### src/rtl/fifo_pkg.sv
// Shared constants for the async FIFO read-side stream: data width default and
// skid-buffer occupancy encoding.
package fifo_pkg;

    localparam int unsigned FIFO_DSIZE = 8;

    localparam logic [1:0] OCC_EMPTY = 2'd0;
    localparam logic [1:0] OCC_ONE   = 2'd1;
    localparam logic [1:0] OCC_TWO   = 2'd2;

    function automatic logic occ_has_space(input logic [1:0] occ);
        return occ != OCC_TWO;
    endfunction

endpackage

### src/rtl/rd_skid_buf.sv
// Two-entry head/tail skid buffer. Head is the oldest word; tail is only
// occupied when the buffer is full.
module rd_skid_buf
    import fifo_pkg::*;
#(
    parameter int unsigned DSIZE = FIFO_DSIZE
) (
    input  logic             i_clk,
    input  logic             i_rst_n,
    input  logic             i_push,
    input  logic             i_pop,
    input  logic [DSIZE-1:0] i_data,
    output logic [DSIZE-1:0] o_head,
    output logic [1:0]       o_count
);

    logic [1:0]       r_count;
    logic [DSIZE-1:0] r_head;
    logic [DSIZE-1:0] r_tail;

    always_ff @(posedge i_clk or negedge i_rst_n) begin
        if (!i_rst_n) begin
            r_count <= OCC_EMPTY;
            r_head  <= '0;
            r_tail  <= '0;
        end else begin
            case (r_count)
                OCC_EMPTY: begin
                    if (i_push) begin
                        r_head  <= i_data;
                        r_count <= OCC_ONE;
                    end
                end
                OCC_ONE: begin
                    if (i_push && i_pop) begin
                        r_head <= i_data;
                    end else if (i_push) begin
                        r_tail  <= i_data;
                        r_count <= OCC_TWO;
                    end else if (i_pop) begin
                        r_count <= OCC_EMPTY;
                    end
                end
                OCC_TWO: begin
                    // Full: the producer never pushes here, so only a pop matters.
                    if (i_pop) begin
                        r_head  <= r_tail;
                        r_count <= OCC_ONE;
                    end
                end
                default: r_count <= OCC_EMPTY;
            endcase
        end
    end

    assign o_head  = r_head;
    assign o_count = r_count;

endmodule

### src/rtl/fifo_rd_stream.sv
// FIFO read-port consumer presenting words as a valid/ready stream through a
// 2-entry skid buffer. Optional delivered-word counter under RD_STREAM_CNT_EN.
module fifo_rd_stream
    import fifo_pkg::*;
#(
    parameter int unsigned DSIZE = FIFO_DSIZE,
    parameter int unsigned CNT_W = 16
) (
    input  logic             rclk,
    input  logic             rst,
    input  logic             en,
    input  logic             rempty,
    input  logic [DSIZE-1:0] rdata,
    output logic             rinc,
    output logic [DSIZE-1:0] m_data,
    output logic             m_valid,
    input  logic             m_ready
`ifdef RD_STREAM_CNT_EN
    ,
    output logic [CNT_W-1:0] word_cnt
`endif
);

    logic [1:0] w_count;
    logic       w_pop;

    // Depends only on registered occupancy, never on m_ready.
    assign rinc    = rst & en & ~rempty & occ_has_space(w_count);
    assign m_valid = (w_count != OCC_EMPTY);
    assign w_pop   = m_valid & m_ready;

    rd_skid_buf #(
        .DSIZE (DSIZE)
    ) u_skid (
        .i_clk   (rclk),
        .i_rst_n (rst),
        .i_push  (rinc),
        .i_pop   (w_pop),
        .i_data  (rdata),
        .o_head  (m_data),
        .o_count (w_count)
    );

`ifdef RD_STREAM_CNT_EN
    logic [CNT_W-1:0] r_word_cnt;

    always_ff @(posedge rclk or negedge rst) begin
        if (!rst) begin
            r_word_cnt <= '0;
        end else if (w_pop) begin
            r_word_cnt <= r_word_cnt + 1'b1;
        end
    end

    assign word_cnt = r_word_cnt;
`endif

endmodule

### config.mk
export PLATFORM = sky130hd
export DESIGN_NAME = fifo_rd_stream
export DESIGN_NICKNAME = d
export VERILOG_FILES = /design/src/rtl/fifo_pkg.sv /design/src/rtl/rd_skid_buf.sv /design/src/rtl/fifo_rd_stream.sv
export SDC_FILE = /design/constraint.sdc
export NUM_CORES = 1
export LEC_CHECK = 0
export ABC_AREA = 1
export CORE_UTILIZATION = 37
export DETAILED_ROUTE_END_ITERATION = 7
export GPL_TIMING_DRIVEN = 0
export HOLD_SLACK_MARGIN = 0.12
export PLACE_DENSITY = 0.69
export SLEW_MARGIN = 40
export SYNTH_ARGS = -nofsm -noshare
export SYNTH_HDL_FRONTEND = slang
export SYNTH_SLANG_ARGS = --single-unit
### constraint.sdc
create_clock -name rclk -period 3.25 [get_ports rclk]
set_input_delay 0.4875 -clock rclk [delete_from_list [all_inputs] [get_ports rclk]]
set_output_delay 0.4875 -clock rclk [all_outputs]
set_load 0.005 [all_outputs]
==> results of run 1 <==
==> power breakdown <==
group	switching, W	internal (W)	leakage (nW)
Clock	0.0000690	0.0000682	0.0210
Combinational	0.0000731	0.0000867	0.358
Sequential	0.0000280	0.000275	0.229
==> final cells by class <==
type                       count  area [um2]  share of cell area [%]
sequential                    18         450                    38.5
timing repair buffer          22         215                    18.4
tap                           28        35.0                    2.99
multi-input combinational     86         403                    34.4
inverter                       4        15.0                    1.28
clock buffer                   4        36.3                    3.10
buffer                         2        16.3                    1.39
==> cells in the final DEF, fill, tap and decap left out, drive strengths merged <==
cell type | synthesis | routed
o21ai | 2 | 2
clkbuf | 0 | 4
buf | 2 | 3
nand3 | 25 | 25
a21oi | 1 | 1
inv | 3 | 3
clkinv | 1 | 1
clkdlybuf4s50 | 0 | 21
nor3 | 1 | 1
nand2 | 56 | 56
dfrtp | 18 | 18
or2 | 1 | 1
==> layer usage <==
| metal | track usage, % | wire length (um) |
|---|---|---|
| met5 | 0 | 0 |
| met1 | 23.8 | 987 |
| met2 | 30.4 | 1020 |
| met4 | 11.1 | 37 |
| met3 | 2.98 | 82 |
==> worst reg2reg max path, cell delays in order, from the launching register on <==
cell     delay [ps]
dfrtp_1         470
nor3_4          450
nand2_4         160
nand2_1          90
nand2_1          50
==> through the flow <==
stage / worst slack (ps) / total power (W) / hold slack [ps] / util (%) / cells
5_1_grt: 864 / 0.000637 / 134 / 52.4 / 164
3_3_place_gp: 238 / 0.000462 / 455 / 51.0 / 160
6_report: 1020 / 0.000600 / 113 / 52.4 / 164
3_5_place_dp: 987 / 0.000467 / 453 / 50.8 / 160
4_1_cts: 984 / 0.000608 / 122 / 52.4 / 164
2_1_floorplan: 1980 / 0.000373 / 192 / - / 110
==> cells by family (layout without fill, tap and decap cells) <==
kind of cell | Yosys count | after routing
flops | 18 | 18
buf+inv | 6 | 32
simple gates | 83 | 83
compound gates | 3 | 3
==> final timing paths <==
| kind | end | depth (start not counted) |
|---|---|---|
| worst max-delay path | rinc | 4 |
| worst min-delay path | u_skid.r_tail[6]$_DFFE_PN0P_ | 1 |
| worst max register to register | u_skid.r_tail[4]$_DFFE_PN0P_ | 4 |
| worst min register to register | u_skid.r_tail[7]$_DFFE_PN0P_ | 2 |
| max in group asynchronous | u_skid.o_count[0]$_DFFE_PN0P_ | 1 |
| min in group rclk | u_skid.r_tail[7]$_DFFE_PN0P_ | 2 |
==> registers in the layout, summed over array words and instances (netlist names) <==
name	cells
u_skid.o_count	2
u_skid.o_head	8
u_skid.r_tail	8
==> flow_summary.yaml, run 1 <==
drt:
  first_pass_iters: 5
  via_per_inst: 5.02
  drc: 0
  drt-initial-drc-count: 22
  route.vias.total: 823
  wl_per_cell_um: 13.0
  drtAntennaViolNets: 0
  wirelength_um: 2130
hold_path:
  hp-class: "primary input to asynchronous set/reset pin"
timing:
  clock_skew_ps: 3.65
  fmax_mhz: 448
  worst_pin_slew_ps: 442
  setup_tns_ps: 0
  finalSetupViolations: 0
  final_hold_viol_count: 0
  rsz0062_at_grt: "false"
  fin_crit_ps: 2230
  period_share_pct: 68.7
  relSlewSlack_pct: 70.4
  drv_slew: 0
synth:
  async_reset_ff_share_pct: 100
  ys.flop_type: "dfrtp_1"
  yosysTopAreaCellShare_pct: 50.9
  ys_types: 15
  synth_edf_count: 0
  muxShareOfSynthArea_pct: 0
  synth.avg_cell_area_um2: 8.04
  synthesis.area_um2: 885
  synthTopCellsByArea: "dfrtp_1 51%, nand2_1 21%, nand3_1 14%"
  synthXorXnorAreaFrac_pct: 0
  synthSimpleGateAreaFrac_pct: 43.8
  synth_compound_area_share_pct: 1.70
  syn_nets: 123
  synth_top_family_by_area: "simple AND/OR/NAND/NOR gates"
  seq_area_frac_synth_pct: 50.9
  ys_ff_latch: 18
  yosysMostFrequentCell: "nand2_1"
  ys_top_cells_by_count: "50 x nand2_1, 25 x nand3_1, 18 x dfrtp_1"
  synth_fa_ha_area_share_pct: 0
  ys_warn_count: 0
  synthCells: 110
  synth_top_area_cell: "dfrtp_1"
worst_setup_path:
  crit_required_ps: 2760
  worstPathMaxFanout: 3
  crit_chain: "clkdlybuf4s50_1 > nand3_1 > a21oi_1 > clkdlybuf4s50_1"
  setup.worst_path.end_class: "primary output"
  path_class: "primary input to primary output"
  critPathSlowestCell: "clkdlybuf4s50_1"
  cpMostUsedCell: "clkdlybuf4s50_1"
  rrSetupSlack_ps: 1930
  critPathBufInv: 2
  cpLargestDelayFamily: "buffers and inverters"
  cp-start-kind: "primary input"
  critPathArrivalTime_ps: 1750
  reg2reg_from: "u_skid.o_count[1]$_DFFE_PN0P_"
  cpPeakStageDelay_ps: 510
  worstSetupStartpoint: "en"
cts:
  cts_made_buffers: 3
  insertion_delay_ps: 290
  ctsResizeCount: 0
  h-tree-depth: 1
  clkTransAtPathRegs_ps: 100
  cts_tree: "done"
  clkSinkCount: 18
  post_cts_buffers: 0
  cts_max_path_buffers: 2
  hold_buffers: 0
  cts.root.buffer_cell: "clkbuf_4"
pwr:
  powerDensity_mw_per_mm2: 512
  ir_worst_vdd_uv: 345
  p_leak_nw: 0.608
global_routing:
  grt_max_degree: 20
  grt_overflow: 0
  antenna_found_initial: 0
  grt_pass1_vias: 808
  grt_pass1_wl_um: 3550
  grt.total_usage_pct: 18.8
die:
  core_mm2: 0.00223
  start_util_pct: 39.6
  fp.dieArea_mm2: 0.00259
  io_pins: 23
  row_count: 17
  die_w_um: 50.9
  fp.dieH_um: 50.9
flow_run:
  cap_violations: 0
final_layout:
  postLayoutCellArea_mm2: 0.00117
  nNetsFinal: 150
  drive_gt1_share_pct: 11.8
  syn2layout_area_growth_pct: 32.4
  num-fill-cells: 236
  n_antenna_cell: 0
placement:
  hpwl_um: 1500
  port_buffers: 22
  gp_congestion: 0.839
  place_area_mm2: 0.00113
run_status:
  status: "finished clean"
Power figures use the tool's default switching activity.
==> run 2, diff against run 1 <==
==> constraint.sdc (replaced) <==
create_clock -name rclk -period 2.1 [get_ports rclk]
set_input_delay 0.315 -clock rclk [delete_from_list [all_inputs] [get_ports rclk]]
set_output_delay 0.315 -clock rclk [all_outputs]
set_load 0.005 [all_outputs]
==> flow_summary.yaml, run 2 (synthesis results as in run 1) <==
timing:
  clock_skew_ps: 2.55
  period_share_pct: 90.5
  fin_crit_ps: 1900
  rsz0062_at_grt: "false"
  setup_tns_ps: 0
  fmax_mhz: 526
  relSlewSlack_pct: 70.5
  holdWs_ps: 483
  final_hold_viol_count: 0
  drv_slew: 0
  finalSetupViolations: 0
  worst_pin_slew_ps: 441
drt:
  first_pass_iters: 4
  via_per_inst: 4.95
  routed.top_layer: "met4"
  wirelength_um: 2160
  drtAntennaViolNets: 0
  route.met2.wl_um: 1050
  m1WireLength_um: 998
  route.vias.total: 821
  dr_wl_met3_um: 77
  drc: 0
  wl_per_cell_um: 13.0
  drt-initial-drc-count: 22
pwr:
  pwr-share-comb_pct: 26.8
  p_int_w: 0.000667
  switching_share_pct: 28.3
  ir_worst_vdd_uv: 533
  p_switching_w: 0.000263
  p_leak_nw: 0.616
  p_seq_share_pct: 50.4
  p_clk_share_pct: 22.8
  powerDensity_mw_per_mm2: 784
die:
  core_mm2: 0.00223
  fp.dieH_um: 50.9
  start_util_pct: 39.6
  io_pins: 23
  fp.dieArea_mm2: 0.00259
  row_count: 17
  die_w_um: 50.9
worst_setup_path:
  critPathBufInv: 3
  cpPeakStageDelay_ps: 510
  crit_required_ps: 1780
  crit_chain: "inv_2 > buf_2 > a21oi_1 > clkdlybuf4s50_1"
  worstPathMaxFanout: 10
  rrSetupSlack_ps: 780
  path_class: "flip-flop to primary output"
  critPathSlowestCell: "clkdlybuf4s50_1"
  cpLargestDelayFamily: "buffers and inverters"
  critPathArrivalTime_ps: 1580
  cp-start-kind: "flip-flop"
  setup.worst_path.end_class: "primary output"
final_layout:
  final_common_cell: "nand2_1"
  drive_gt1_share_pct: 12.3
  nNetsFinal: 152
  final_cell_mix: "50 x nand2_1, 25 x nand3_1, 21 x clkdlybuf4s50_1"
  syn2layout_area_growth_pct: 34.1
  n_antenna_cell: 0
global_routing:
  grt_pass1_vias: 814
  grt_overflow: 0
  antenna_found_initial: 0
  grt_pass1_wl_um: 3610
  grt.total_usage_pct: 19.2
  grt_max_degree: 19
hold_path:
  hp-class: "flip-flop to flip-flop"
cts:
  cts.root.buffer_cell: "clkbuf_4"
  h-tree-depth: 1
  cts_max_path_buffers: 2
  cts_tree: "done"
  cts_made_buffers: 3
  clkSinkCount: 18
  insertion_delay_ps: 290
  ctsResizeCount: 0
  clkTransAtPathRegs_ps: 100
placement:
  port_buffers: 22
  hpwl_um: 1500
  gp_congestion: 0.839
run_status:
  status: "finished clean"
flow_run:
  cap_violations: 0
[run 2: changes by cell type in the layout (fill, tap and decap cells not counted), sizes merged]
cell,previous run,this run
buf,3,4
dlygate4sd3,0,1
[run 2: power by group through the flow]
| stage | registers [W] | clock network, W | logic, W |
|---|---|---|---|
| global route | 0.000475 | 0.000233 | 0.000281 |
| finish | 0.000468 | 0.000212 | 0.000249 |
| CTS | 0.000468 | 0.000223 | 0.000252 |
| detailed placement | 0.000474 | 0 | 0.000249 |
| global placement | 0.000471 | 0 | 0.000244 |
| floorplan | 0.000472 | 0 | 0.000106 |
[run 2: metal layers]
layer / vias up / global-route usage [%]
met5: - / 0
met4: 0 / 11.1
met3: 6 / 2.98
met2: 19 / 30.9
met1: 384 / 24.6
li1: 412 / -
[run 2: area by class of cell]
class	instances	area (um2)
fill	235	1050
buffer	2	16.3
timing repair buffer	24	230
tap	28	35.0
multi-input combinational	86	403
clock buffer	4	36.3
sequential	18	450
inverter	4	15.0
[run 2: stage by stage]
step / instances / power, W / util [%] / setup slack, ps / cell area [um2]
finish: 166 / 0.000930 / 53.1 / 200 / 1190
global route: 166 / 0.000989 / 53.1 / 87.7 / 1190
CTS: 165 / 0.000943 / 52.9 / 182 / 1180
detailed placement: 160 / 0.000723 / 50.8 / 182 / 1130
global placement: 160 / 0.000715 / 51.0 / -567 / 1140
floorplan: 110 / 0.000578 / - / 990 / 885
[run 2: repair_timing]
item                                    4_1_cts  5_1_grt
hold buffers                                  1        1
endpoints found under the setup margin        0        0
hold endpoints to repair                     18       18
buffers inserted                              0        0
[run 2: worst paths after layout]
check                                                      to  cells after the start                     startpoint
worst max register to register   u_skid.r_tail[4]$_DFFE_PN0P_                      4  u_skid.o_count[1]$_DFFE_PN0P_
worst min register to register   u_skid.r_tail[7]$_DFFE_PN0P_                      2   u_skid.r_tail[7]$_DFFE_PN0P_
max in group asynchronous       u_skid.o_count[0]$_DFFE_PN0P_                      3                            rst
min in group asynchronous        u_skid.r_tail[6]$_DFFE_PN0P_                      3                            rst
worst max-delay path                                     rinc                      4  u_skid.o_count[0]$_DFFE_PN0P_
worst min-delay path             u_skid.r_tail[7]$_DFFE_PN0P_                      2   u_skid.r_tail[7]$_DFFE_PN0P_
[run 2: worst register-to-register path, delay by kind of cell, from the launching register on]
family | cells | cell delay, ps
simple gates | 4 | 750
flops | 1 | 470
